<file path="src/rtl/transpose_pkg.sv">
// rtl/transpose_pkg.sv - shared helpers for the streaming transpose unit
package transpose_pkg;

  // Counter width for a 0..n-1 counter; never narrower than one bit.
  function automatic int cnt_w(input int n);
    return (n > 1) ? $clog2(n) : 1;
  endfunction

endpackage

</file>
<file path="src/rtl/transpose_bank.sv">
// rtl/transpose_bank.sv - one NUM x WIDTH row store with a column read mux
module transpose_bank
  import transpose_pkg::*;
#(
  parameter int NUM   = 8,
  parameter int WIDTH = 6
) (
  input  logic                       clock,
  input  logic                       rst,
  input  logic                       i_we,
  input  logic [cnt_w(NUM)-1:0]      i_wrow,
  input  logic [WIDTH-1:0]           i_wdata,
  input  logic [cnt_w(WIDTH)-1:0]    i_rcol,
  output logic [NUM-1:0]             o_rdata
);

  logic [WIDTH-1:0] r_mem [NUM];

  // Row write port; the whole array clears on reset so the read mux is deterministic.
  always_ff @(posedge clock or posedge rst) begin
    if (rst) begin
      for (int r = 0; r < NUM; r++) begin
        r_mem[r] <= '0;
      end
    end else if (i_we) begin
      r_mem[i_wrow] <= i_wdata;
    end
  end

  // Column read: bit r of the output is bit i_rcol of stored row r.
  always_comb begin
    o_rdata = '0;
    for (int r = 0; r < NUM; r++) begin
      o_rdata[r] = r_mem[r][i_rcol];
    end
  end

endmodule

</file>
<file path="src/rtl/transpose_stream.sv">
// rtl/transpose_stream.sv - ping-pong row-in / column-out streaming transpose
module transpose_stream
  import transpose_pkg::*;
#(
  parameter int NUM   = 8,
  parameter int WIDTH = 6
) (
  input  logic              clock,
  input  logic              rst,
  input  logic [WIDTH-1:0]  in_data,
  input  logic              in_valid,
  input  logic              in_last,
  output logic              in_ready,
  output logic [NUM-1:0]    out_data,
  output logic              out_valid,
  output logic              out_last,
  input  logic              out_ready,
  output logic              err_last
);

  localparam int ROW_W = cnt_w(NUM);
  localparam int COL_W = cnt_w(WIDTH);
  localparam logic [ROW_W-1:0] ROW_LAST = ROW_W'(NUM - 1);
  localparam logic [COL_W-1:0] COL_LAST = COL_W'(WIDTH - 1);

  logic [1:0]       r_full;
  logic             r_wsel;
  logic             r_rsel;
  logic [ROW_W-1:0] r_wrow;
  logic [COL_W-1:0] r_rcol;
  logic             r_err_last;

  logic [1:0]       w_full_nxt;
  logic [1:0]       w_we;
  logic             w_wr_fire;
  logic             w_rd_fire;
  logic             w_row_end;
  logic             w_col_end;
  logic [NUM-1:0]   w_rdata [2];

  assign in_ready  = !r_full[r_wsel];
  assign out_valid = r_full[r_rsel];
  assign w_wr_fire = in_valid && in_ready;
  assign w_rd_fire = out_valid && out_ready;
  assign w_row_end = (r_wrow == ROW_LAST);
  assign w_col_end = (r_rcol == COL_LAST);
  assign w_we[0]   = w_wr_fire && !r_wsel;
  assign w_we[1]   = w_wr_fire && r_wsel;
  assign out_data  = w_rdata[r_rsel];
  assign out_last  = out_valid && w_col_end;
  assign err_last  = r_err_last;

  transpose_bank #(.NUM(NUM), .WIDTH(WIDTH)) u_bank0 (
    .clock   (clock),
    .rst     (rst),
    .i_we    (w_we[0]),
    .i_wrow  (r_wrow),
    .i_wdata (in_data),
    .i_rcol  (r_rcol),
    .o_rdata (w_rdata[0])
  );

  transpose_bank #(.NUM(NUM), .WIDTH(WIDTH)) u_bank1 (
    .clock   (clock),
    .rst     (rst),
    .i_we    (w_we[1]),
    .i_wrow  (r_wrow),
    .i_wdata (in_data),
    .i_rcol  (r_rcol),
    .o_rdata (w_rdata[1])
  );

  // Fill and drain always target different banks, so both updates apply together.
  always_comb begin
    w_full_nxt = r_full;
    if (w_wr_fire && w_row_end) begin
      w_full_nxt[r_wsel] = 1'b1;
    end
    if (w_rd_fire && w_col_end) begin
      w_full_nxt[r_rsel] = 1'b0;
    end
  end

  // Bank occupancy flags.
  always_ff @(posedge clock or posedge rst) begin
    if (rst) begin
      r_full <= '0;
    end else begin
      r_full <= w_full_nxt;
    end
  end

  // Write side: row counter and bank select; a block ends purely on row count.
  always_ff @(posedge clock or posedge rst) begin
    if (rst) begin
      r_wrow <= '0;
      r_wsel <= 1'b0;
    end else if (w_wr_fire) begin
      if (w_row_end) begin
        r_wrow <= '0;
        r_wsel <= !r_wsel;
      end else begin
        r_wrow <= r_wrow + 1'b1;
      end
    end
  end

  // Read side: column counter and bank select.
  always_ff @(posedge clock or posedge rst) begin
    if (rst) begin
      r_rcol <= '0;
      r_rsel <= 1'b0;
    end else if (w_rd_fire) begin
      if (w_col_end) begin
        r_rcol <= '0;
        r_rsel <= !r_rsel;
      end else begin
        r_rcol <= r_rcol + 1'b1;
      end
    end
  end

  // Sticky flag for an in_last marker that disagrees with the row position.
  always_ff @(posedge clock or posedge rst) begin
    if (rst) begin
      r_err_last <= 1'b0;
    end else if (w_wr_fire && (in_last != w_row_end)) begin
      r_err_last <= 1'b1;
    end
  end

endmodule

</file>
<file path="config.mk">
export PLATFORM = sky130hd
export DESIGN_NAME = transpose_stream
export DESIGN_NICKNAME = d
export VERILOG_FILES = /design/src/rtl/transpose_pkg.sv /design/src/rtl/transpose_bank.sv /design/src/rtl/transpose_stream.sv
export SDC_FILE = /design/constraint.sdc
export NUM_CORES = 1
export LEC_CHECK = 0
export CAP_MARGIN = 20
export CELL_PAD_IN_SITES_DETAIL_PLACEMENT = 0
export CELL_PAD_IN_SITES_GLOBAL_PLACEMENT = 1
export CORE_MARGIN = 2
export CORE_UTILIZATION = 51
export DETAILED_ROUTE_END_ITERATION = 16
export PLACE_DENSITY = 0.78
export SLEW_MARGIN = 0
export SYNTH_ARGS = -nofsm -noshare
export SYNTH_HDL_FRONTEND = slang
export SYNTH_HIERARCHICAL = 1
export SYNTH_SLANG_ARGS = --single-unit
</file>
<file path="constraint.sdc">
create_clock -name clock -period 2.5 [get_ports clock]
set_clock_uncertainty 0.1 [all_clocks]
set_input_delay 0.5 -clock clock [delete_from_list [all_inputs] [get_ports clock]]
set_output_delay 0.5 -clock clock [all_outputs]
set_load 0.01 [all_outputs]
</file>
After elaboration in Yosys (flattened, before gate mapping)
Index checks and enable logic that the tools add are counted.

word-level totals
  input port bits = 11
  logic and storage cells = 107
  bits in registers = 107
  output and inout bits = 12

operators by class
  reductions and logical operators = 16
  equality and inequality tests = 3
  $lt $le $gt $ge = 8
  mux-type cells = 51
  bitwise gates (word level) = 5
  add/sub/neg operators = 2

operator list
  cell                                                         number
  bitwise mux 48 bit                                           2
  binary-select mux 1 bit (select 3 bit)                       16
  two-way mux 8 bit                                            3
  two-way mux 1 bit                                            22
  demux 6 bit (select 3 bit)                                   1
  logical AND 1 bit                                            11
  adder 3 x 1 -> 3 bit (second input constant)                 2
  equality test 3 bit (second input constant)                  2
  two-way mux 3 bit                                            2
  two-way mux 6 bit                                            1
  greater-or-equal comparator 4 bit (second input constant)    1
  less-than comparator 1 x 2 -> 1 bit (second input constant)  2
  less-than comparator 3 x 4 -> 1 bit (second input constant)  1
  less-than comparator 4 x 1 -> 1 bit (second input constant)  1
  two-way mux 2 bit                                            2
  NOT 3 -> 4 bit                                               1
  AND reduction 2 bit                                          2
  logical NOT 1 bit                                            3
  AND 2 bit                                                    1
  demux 1 bit (select 1 bit)                                   2
  greater-or-equal comparator 1 bit (second input constant)    2
  greater-or-equal comparator 2 bit (second input constant)    1
  NOT 1 -> 2 bit                                               1
  NOT 2 bit                                                    1
  other kinds (2)                                              2

Logic depth before layout (Yosys ltp)
Gate-level depths: netlist of run 1.

  word-level depth = 8
  mapped depth = 6
  depth with buffers taken out = 5

Cells and area by module
Netlist of run 1, hierarchy kept.

by module, submodules not included
  module            cells each  instances  area an instance (sq um)  sequential area each (sq um)
  transpose_bank    158         2          2297.2                    1201.2
  transpose_stream  55          1          643.1                     275.3

Least setup slack after synthesis of run 1
OpenSTA, ideal clock, no wires.

  path type = register -> output
  from = reg r_rcol[0]
  to = out out_data[3]
  cell stages (with the launch flop) = 7
  required time = 1.900 ns
  setup slack = 0.387 ns
  arrival = 1.513 ns
  path buffers = 2
  path through = dfrtp_1 buf_2 buf_2 mux2i_1 o32a_1 o21ai_0 mux2_2

RTL lines
  item                    RTL line                 source
  start, declared         transpose_stream.sv:30   logic [COL_W-1:0] r_rcol;
  start signal, assigned  transpose_stream.sv:118  r_rcol <= r_rcol + 1'b1;
  end, declared           transpose_stream.sv:14   output logic [NUM-1:0] out_data,

==> metrics.txt, run 1 <==
Hold Crit Endpoint err_last; vias in the first global route 3393; cell taking the most area after synthesis dfrtp_1; DIE AREA 11100 sq um; Final Hold Viols 0; Port Buffers 22; most common cell after layout, fill and taps aside dfrtp_1; register bit total from synthesis 107; die height 105 um; clock-pin slew on the worst setup and hold paths 0.10 ns; gr usage total 22.0%; drt initial violations 90; storage element area 2680 sq um; Skew-Pair Late Insertion Delay 0.38 ns; syn_nets 384; Slew headroom 40.9%; RR Endpoint u_bank0/r_mem[10]; Post-Syn Area 5240 sq um; die width 105 um; outcome complete, but fails checks; footprint of the multi-input gates 2520 sq um; RSZ-0062 raised after global routing true; initial antenna violation count 0; total clock sinks 107; Primary FF master, synth dfrtp_1; Max Fanout on Critical Path 7; Final #Nets 439; DRC violations left 0; Final Cycle Share 104%; CTS Buffer Depth 2; FF-to-FF Start r_wrow[2]; worst slack, placed -0.0866 ns; R2R depth 3; VDD IR-drop max 0.000539 V; async set or reset register ratio after synthesis 100%; layout cell share with drive strength beyond 1 48.3%; cts bufs inserted 9; CP Launch Type flop; Critical path origin r_rcol[1]; Worst-Margin Slew 0.887 ns; Worst Slack Setup Final -0.0919 ns; Hold Path Class reg2reg; crit path capture type output pin; fin. max-slew vios 0; WHS Path Cells 1; Post-Syn Area per Cell 14.1 sq um; Crit path arrival time 1.99 ns; Hold Crit Start err_last; total gr overflow 0; Post-synth EDFFs 0; fmax 386 MHz; via density per instance 5.74; Synth cell types 31; number of iterations in the first detailed-routing pass 4; sequential fraction of the synthesis area 51.1%; final hold slack 0.390 ns; IO Pins 23; Ant. Diodes 0; largest net degree at the start of global routing 49; CTS tree done; Root Buffer clkbuf_8; leading post-synthesis cells by cell area dfrtp_1 (51%), mux2_2 (23%), mux2i_1 (9.4%); leakage 2.75 nW; Post-Syn Instances 371; Detailed Route WL 11600 um; Max Cap Violations 0; core box area 9860 sq um; CP required 1.90 ns; Area Growth Syn to Fin 18.3%; Cell Pwr Density 1310 nW/um^2; Setup CP Type reg2out; post-layout min period 2.59 ns; ANT nets after route 0; worst reg-to-reg setup slack 0.39 ns; most frequent cells in the layout dfrtp_1 (105), mux2_2 (100), mux2i_1 (37), buf_4 (30), o32a_1 (16); yosys warns 6; Routability Congestion 0.733; drt wl/cell 20.6 um; initial core utilization 53.1%; vias 3238; Placement Rows 36; failing checks negative setup slack; first-pass GRT wire length 18700 um; final setup vio count 8; DP HPWL 7390 um; fill count 747; H-tree Lvls 3; area share of the largest cell type after synthesis 51.1%
[critical path, stage by stage (launching register included)]
cell and delay, ns:
dfrtp_2 0.47, buf_6 0.14, buf_8 0.13, buf_4 0.14
mux2i_2 0.20, o21ai_1 0.12, mux2_4 0.29, buf_6 0.12
[metal layers]
metal  share of wire [%]  global-route usage (%)  routed length, um
met4                 1.1                    6.67                126
met3                 2.7                    3.65                311
met5                   0                       0                  0
met1                  47                    29.8               5470
met2                  49                    36.5               5700
[state kept, by name, summed over array words and instances (netlist names)]
| signal | cells |
|---|---|
| u_bank1/r_mem | 48 |
| r_full | 2 |
| r_rsel | 1 |
| r_rcol | 3 |
| err_last | 1 |
| r_wrow | 3 |
| u_bank0/r_mem | 48 |
| r_wsel | 1 |
[how the worst max path moves through the flow]
| stage | slack [ns] | end |
|---|---|---|
| after floorplan | 0.39 | out_data[3] |
| after global placement | -0.06 | out_data[0] |
| after detailed placement | -0.09 | out_data[0] |
| after CTS | -0.10 | out_data[4] |
| after global routing | -0.15 | out_data[5] |
| final | -0.09 | out_data[0] |
[stage by stage]
stage | std cells | setup TNS [ns] | utilization, % | power, W | instance area, sq um
6_report | 564 | -0.486 | 62.8 | 0.00809 | 6200
3_3_place_gp | 533 | -0.102 | 58.3 | 0.00640 | 5750
5_1_grt | 564 | -1.08 | 62.8 | 0.00856 | 6200
3_5_place_dp | 533 | -0.221 | 58.3 | 0.00651 | 5750
2_1_floorplan | 371 | 0 | - | 0.00534 | 5240
4_1_cts | 563 | -0.600 | 62.0 | 0.00791 | 6120
[report_power, final]
part | internal [W] | switching (W)
registers | 0.00250 | 0.000666
logic | 0.00229 | 0.00156
clock network | 0.000468 | 0.000612
total | 0.00526 | 0.00283
[synth_stat cells (all sizes together) (4+ instances only)]
library cell / count
buf: 17
dfrtp: 107
inv: 4
mux2: 110
mux2i: 49
nand2: 6
nand2b: 6
nand4b: 7
nor2: 5
nor3: 4
nor3b: 5
o21ai: 18
o32a: 16
[cells by family (layout without fill, tap and decap cells)]
group                    count (synthesis)  after routing  synth area share [%]
AO/OA/AOI/OAI                           39             39                  5.49
XOR/XNOR                                 2              2                 0.335
adder cells (fa/ha/maj)                  2              2                 0.478
buffers and inverters                   23             83                  2.63
flip-flops                             107            107                  51.1
multiplexers                           159            159                  33.2
AND/OR/NAND/NOR                         39             39                  6.71
[final cells by class]
cell class                 instances  area share, %
sequential                       107           43.3
multi-input combinational        241           40.7
timing repair buffer              63           9.89
tap                              133           2.69
clock buffer                       9           2.00
clock inverter                     7           1.25
inverter                           4          0.242
[timing repair]
| action | CTS | global route |
|---|---|---|
| endpoints found under the setup margin | 8 | 8 |
| setup buffers | 14 | 1 |
| hold buffers | 0 | 0 |
| hold endpoints to repair | 0 | 0 |
| resized for setup | 61 | 20 |
| pin swaps | 9 | 4 |
Power figures use the tool's default switching activity.
==> run 2, diff against run 1 <==
==> constraint.sdc (replaced) <==
create_clock -name clock -period 2.5 [get_ports clock]
set_clock_uncertainty 0.1 [all_clocks]
set_input_delay 0.5 -clock clock [delete_from_list [all_inputs] [get_ports clock]]
set_output_delay 0.5 -clock clock [all_outputs]
set_load 0.02 [all_outputs]
==> metrics.txt, run 2 (synthesis gave the netlist of run 1 again) <==
Max Cap Violations 0 (unchanged); vias in the first global route 3389 (-0.12%); CTS Buffer Depth 2 (unchanged); die height 105 um (unchanged); cts bufs inserted 9 (unchanged); global routing usage on met3 5.57% (+1.9 points); RSZ-0062 raised after global routing true; Clk network pwr share 14.1% (+0.8 points); Max stage delay on crit path 0.47 ns (about the same); Final Hold Viols 0 (unchanged); RR Endpoint u_bank1/r_mem[18]; failing checks negative setup slack; most frequent cells in the layout dfrtp_1 (105), mux2_2 (101), mux2i_1 (42), buf_4 (32), o32a_1 (16); drt initial violations 166 (+84%); Port Buffers 22 (unchanged); GRT Max-Usage Layer met2; Final #Nets 438 (-0.23%); Crit path arrival time 2.02 ns (+0.03 ns); first-pass GRT wire length 19000 um (+1.4%); IO Pins 23 (unchanged); Max Fanout on Critical Path 5 (-2); layout cell share with drive strength beyond 1 47.0% (-1.3 points); total gr overflow 0 (unchanged); Hold Crit Endpoint err_last; total net switching power 0.00291 W (+2.7%); final setup vio count 7 (-1); Most common cell on crit path buf_6; met1 usage 30.0% (+0.14 points); Setup TNS Final -0.311 ns (+0.175 ns); clock-pin slew on the worst setup and hold paths 0.09 ns (about the same); met2 Track Usage GR 37.1% (+0.60 points); DRC violations left 0 (unchanged); initial antenna violation count 0 (unchanged); initial core utilization 53.1% (unchanged); worst reg-to-reg setup slack 0.50 ns (+0.11 ns); most common cell after layout, fill and taps aside dfrtp_1; Final Cycle Share 105% (+0.95 points); Routability Congestion 0.730 (-0.34%); Worst Slack Setup Final -0.116 ns (-0.0238 ns); number of iterations in the first detailed-routing pass 4 (unchanged); Slew headroom 51.9% (+11 points); DIE AREA 11100 sq um (unchanged); gr usage total 22.5% (+0.41 points); fin. max-slew vios 0 (unchanged); post-layout min period 2.62 ns (+0.0238 ns); Placement Rows 36 (unchanged); VDD IR-drop max 0.000740 V (+37%); Comb pwr share 48.6% (+1.1 points); total clock sinks 107 (unchanged); Ant. Diodes 0 (unchanged); Detailed Route WL 11500 um (-0.53%); outcome complete, but fails checks; CP required 1.90 ns (about the same); largest net degree at the start of global routing 49 (unchanged); leakage 2.78 nW (+0.91%); Regs by FF count u_bank0/r_mem x48, u_bank1/r_mem x48; critical path's slowest cell dfrtp_2; R2R depth 4 (+1); vias 3213 (-0.77%); WHS Path Cells 1 (unchanged); final hold slack 0.378 ns (-0.0114 ns); FF-to-FF Start r_full[1]; Hold Crit Start err_last; ANT nets after route 0 (unchanged); via density per instance 5.71 (-0.60%); Power Internal 0.00536 W (+2.0%); Setup CP Type reg2out; H-tree Lvls 3 (unchanged); share of power burned in registers 37.3% (-1.8 points); Root Buffer clkbuf_8; Skew-Pair Late Insertion Delay 0.39 ns (about the same); switch share 35.2% (+0.15 points); Worst-Margin Slew 0.719 ns (-0.168 ns); Hold Path Class reg2reg; Cell Chain, Critical Path buf_12 -> buf_6 -> mux2i_2 -> o32a_1 -> o21ai_2 -> mux2_4 -> buf_6; DP HPWL 7540 um (+2.0%); fill count 783 (+4.8%); Cell Pwr Density 1340 nW/um^2 (+2.5%); Post-CTS Hold Buffers 0 (unchanged); fmax 382 MHz (-0.91%); die width 105 um (unchanged); crit path capture type output pin; drt wl/cell 20.5 um (-0.35%); CTS tree done; CP Launch Type flop; core box area 9860 sq um (unchanged); Area Growth Syn to Fin 18.0%
==> run 2: cell count changes in the layout (fill, tap and decap cells not counted), moves of 2 or more <==
cell | previous run | this run
mux2i_2 | 11 | 5
mux2i_1 | 37 | 42
clkinvlp_4 | 4 | 0
o21ai_0 | 8 | 4
buf_12 | 5 | 3
buf_4 | 30 | 32
clkbuf_1 | 0 | 2
o21ai_1 | 8 | 10
o21ai_2 | 2 | 4
==> run 2: how the worst max path moves through the flow <==
stage	from	end	slack [ns]	cells past startpoint
2_1_floorplan	r_rcol[0]	out_data[3]	0.36	6
3_3_place_gp	r_rcol[0]	out_data[2]	-0.06	5
3_5_place_dp	r_rcol[0]	out_data[2]	-0.12	5
4_1_cts	r_rcol[1]	out_data[3]	-0.18	6
5_1_grt	r_rcol[1]	out_data[1]	-0.18	7
6_report	r_rcol[1]	out_data[1]	-0.12	7
==> run 2: through the flow <==
step	std cells	setup slack, ns	power [W]	instance area [sq um]	util, %
floorplan	371	0.356	0.00547	5240	-
global placement	537	-0.0598	0.00656	5770	58.4
detailed placement	537	-0.117	0.00668	5770	58.4
CTS	563	-0.180	0.00814	6130	62.1
global route	563	-0.178	0.00876	6180	62.6
finish	563	-0.116	0.00827	6180	62.6
==> run 2: worst max-delay path, delay by kind of cell, from the launching register on <==
family	cells	cell delay [ns]
AO/OA/AOI/OAI	2	0.29
buffers and inverters	3	0.40
flip-flops	1	0.47
multiplexers	2	0.48
==> run 2: per-layer routing <==
metal  wire length [um]  up-vias
met5                  0        -
met1               5230     1673
met3                453        9
li1                   -     1488
met2               5750       43
met4                105        0
==> run 2: layout make-up <==
| cell class | count | area, sq um | share of cell area (%) |
|---|---|---|---|
| Timing Repair Buffer | 62 | 581 | 9.39 |
| Sequential cell | 107 | 2680 | 43.4 |
| Multi-Input combinational cell | 241 | 2520 | 40.8 |
| Tap cell | 133 | 166 | 2.69 |
| Clock inverter | 4 | 73.8 | 1.19 |
| Clock buffer | 12 | 145 | 2.35 |
| Inverter | 4 | 15.0 | 0.243 |
==> run 2: timing repair <==
action,CTS,global route
gates cloned,1,0
resized for setup,63,29
pin swaps,3,5
buffers inserted,9,1
setup endpoints to repair,9,8
==> run 2: power groups by stage <==
stage          sequential (W)  combinational [W]  clock, W
6_report              0.00308            0.00402   0.00117
5_1_grt               0.00318            0.00428   0.00129
4_1_cts               0.00306            0.00388   0.00121
3_5_place_dp          0.00307            0.00361         0
3_3_place_gp          0.00303            0.00353         0
2_1_floorplan         0.00286            0.00261         0
==> run 3, diff against run 2 <==
--- a/config.mk
+++ b/config.mk
@@ -9,9 +9,10 @@
 export CELL_PAD_IN_SITES_DETAIL_PLACEMENT = 0
 export CELL_PAD_IN_SITES_GLOBAL_PLACEMENT = 1
 export CORE_MARGIN = 2
-export CORE_UTILIZATION = 51
+export CORE_UTILIZATION = 40
 export DETAILED_ROUTE_END_ITERATION = 16
-export PLACE_DENSITY = 0.78
+export GPL_ROUTABILITY_DRIVEN = 0
+export PLACE_DENSITY = 0.63
 export SLEW_MARGIN = 0
 export SYNTH_ARGS = -nofsm -noshare
 export SYNTH_HDL_FRONTEND = slang
==> metrics.txt, run 3 (synthesis gave the netlist of run 1 again) <==
outcome complete, but fails checks; failing checks negative setup slack; total gr overflow 0 (unchanged); Regs by FF count u_bank0/r_mem x48, u_bank1/r_mem x48; number of buffer and inverter stages on the critical path 3 (unchanged); total power 0.00902 W (+9.1%); Util after Layout 51.5% (-11 points); Root Buffer clkbuf_16; drt wl/cell 20.5 um (-0.27%); final hold slack 0.385 ns (+0.00665 ns); Skew-Pair Late Insertion Delay 0.36 ns (-0.03 ns); die width 118 um (+12%); post-layout min period 2.59 ns (-0.0232 ns); Max stage delay on crit path 0.52 ns (+0.05 ns); Final Hold Viols 0 (unchanged); Setup CP Type reg2out; most frequent cells in the layout dfrtp_1 (104), mux2_2 (100), mux2i_1 (47), buf_4 (36), o32a_1 (16); layout cell share with drive strength beyond 1 48.2% (+1.2 points); Cell Chain, Critical Path buf_12 -> buf_4 -> mux2i_1 -> o32a_1 -> o21ai_0 -> mux2_4 -> buf_6; storage element area 2680 sq um (about the same); core box area 12700 sq um (+29%); Hold Crit Start err_last; total clock sinks 107 (unchanged); DP HPWL 8110 um (+7.5%); leakage 2.95 nW (+6.2%); Port Buffers 22 (unchanged); RR Endpoint u_bank0/r_mem[8]; Final Cycle Share 104% (-0.93 points); gr usage total 19.4% (-3.0 points); via density per instance 5.29 (-7.2%); VDD IR-drop max 0.000556 V (-25%); largest net degree at the start of global routing 49 (unchanged); die height 118 um (+12%); Hold Path Class reg2reg; Max Fanout on Critical Path 6 (+1); FF-to-FF Start r_wrow[2]; CTS tree done; Max Cap Violations 0 (unchanged); WHS Path Cells 1 (unchanged); RSZ-0062 raised after global routing true; Worst Slack Setup Final -0.0924 ns (+0.0232 ns); cts bufs inserted 9 (unchanged); Placement Rows 41 (+14%); ANT nets after route 0 (unchanged); CTS Buffer Depth 2 (unchanged); most common cell after layout, fill and taps aside dfrtp_1; Hold Crit Endpoint err_last; Cell Pwr Density 1380 nW/um^2 (+2.9%); Slew headroom 43.5% (-8.4 points); IO Pins 23 (unchanged); footprint of the multi-input gates 2500 sq um (-0.84%); crit-path leading delay family flip-flops; Area Growth Syn to Fin 25.1%; Detailed Route WL 12600 um (+9.1%); vias 3261 (+1.5%); R2R depth 3 (-1); final setup vio count 7 (unchanged); worst reg-to-reg setup slack 0.43 ns (-0.07 ns); Final #Nets 452 (+3.2%); Worst-Margin Slew 0.848 ns (+0.129 ns); DIE AREA 14000 sq um (+26%); Crit path arrival time 1.99 ns (-0.03 ns); fin. max-slew vios 0 (unchanged); crit path capture type output pin; fill count 1163 (+49%); CP required 1.90 ns (about the same); critical path's slowest cell dfrtp_2; number of iterations in the first detailed-routing pass 4 (unchanged); initial antenna violation count 0 (unchanged); initial core utilization 41.2% (-12 points); clock-pin slew on the worst setup and hold paths 0.07 ns (-0.02 ns); fmax 386 MHz (+0.90%); H-tree Lvls 3 (unchanged); first-pass GRT wire length 20600 um (+8.4%); DRC violations left 0 (unchanged); CP Launch Type flop; vias in the first global route 3604 (+6.3%); drt initial violations 140 (-16%); Ant. Diodes 0 (unchanged)
==> run 3: layout make-up <==
cell class,instances,share of cell area (%)
clock inverters,4,1.11
well taps,172,3.28
repair buffers,76,12.4
multi-input cells,241,38.1
flip-flops and latches,107,40.9
clock buffers,12,3.91
inverters,4,0.229
==> run 3: repair_timing <==
item	CTS	global route
setup buffers	16	0
pin swaps	10	2
hold buffers	0	0
resized for setup	83	9
gates cloned	3	0
setup endpoints to repair	9	9
==> run 3: power breakdown <==
group	internal (W)	switching [W]
registers	0.00251	0.000596
logic	0.00254	0.00183
clock network	0.000931	0.000620
total	0.00597	0.00305
==> run 3: metrics by stage <==
stage / setup WS, ns / cells / TNS (ns) / instance area, sq um
after floorplan: 0.356 / 371 / 0 / 5240
after global placement: -0.396 / 582 / -1.86 / 5900
after detailed placement: -0.344 / 582 / -1.72 / 5900
after CTS: -0.113 / 617 / -0.749 / 6560
after global routing: -0.192 / 616 / -1.23 / 6550
final: -0.0924 / 616 / -0.534 / 6550
==> run 3: worst max path at each step <==
stage                          from     endpoint  slack [ns]  cells after the start
final                     r_rcol[0]  out_data[2]       -0.09                      7
after global placement    r_rcol[2]  out_data[6]       -0.40                      5
after detailed placement  r_rcol[2]  out_data[6]       -0.34                      5
after CTS                 r_rcol[0]  out_data[2]       -0.11                      8
after floorplan           r_rcol[0]  out_data[3]        0.36                      6
after global routing      r_rcol[0]  out_data[3]       -0.19                      7
==> run 3: metal layers <==
layer	GRT usage [%]	share of wire (%)	wire (um)
met1	25.6	47	5890
met2	32.7	50	6280
met3	4.73	2.5	318
met4	3.79	0.89	112
met5	0	0	0
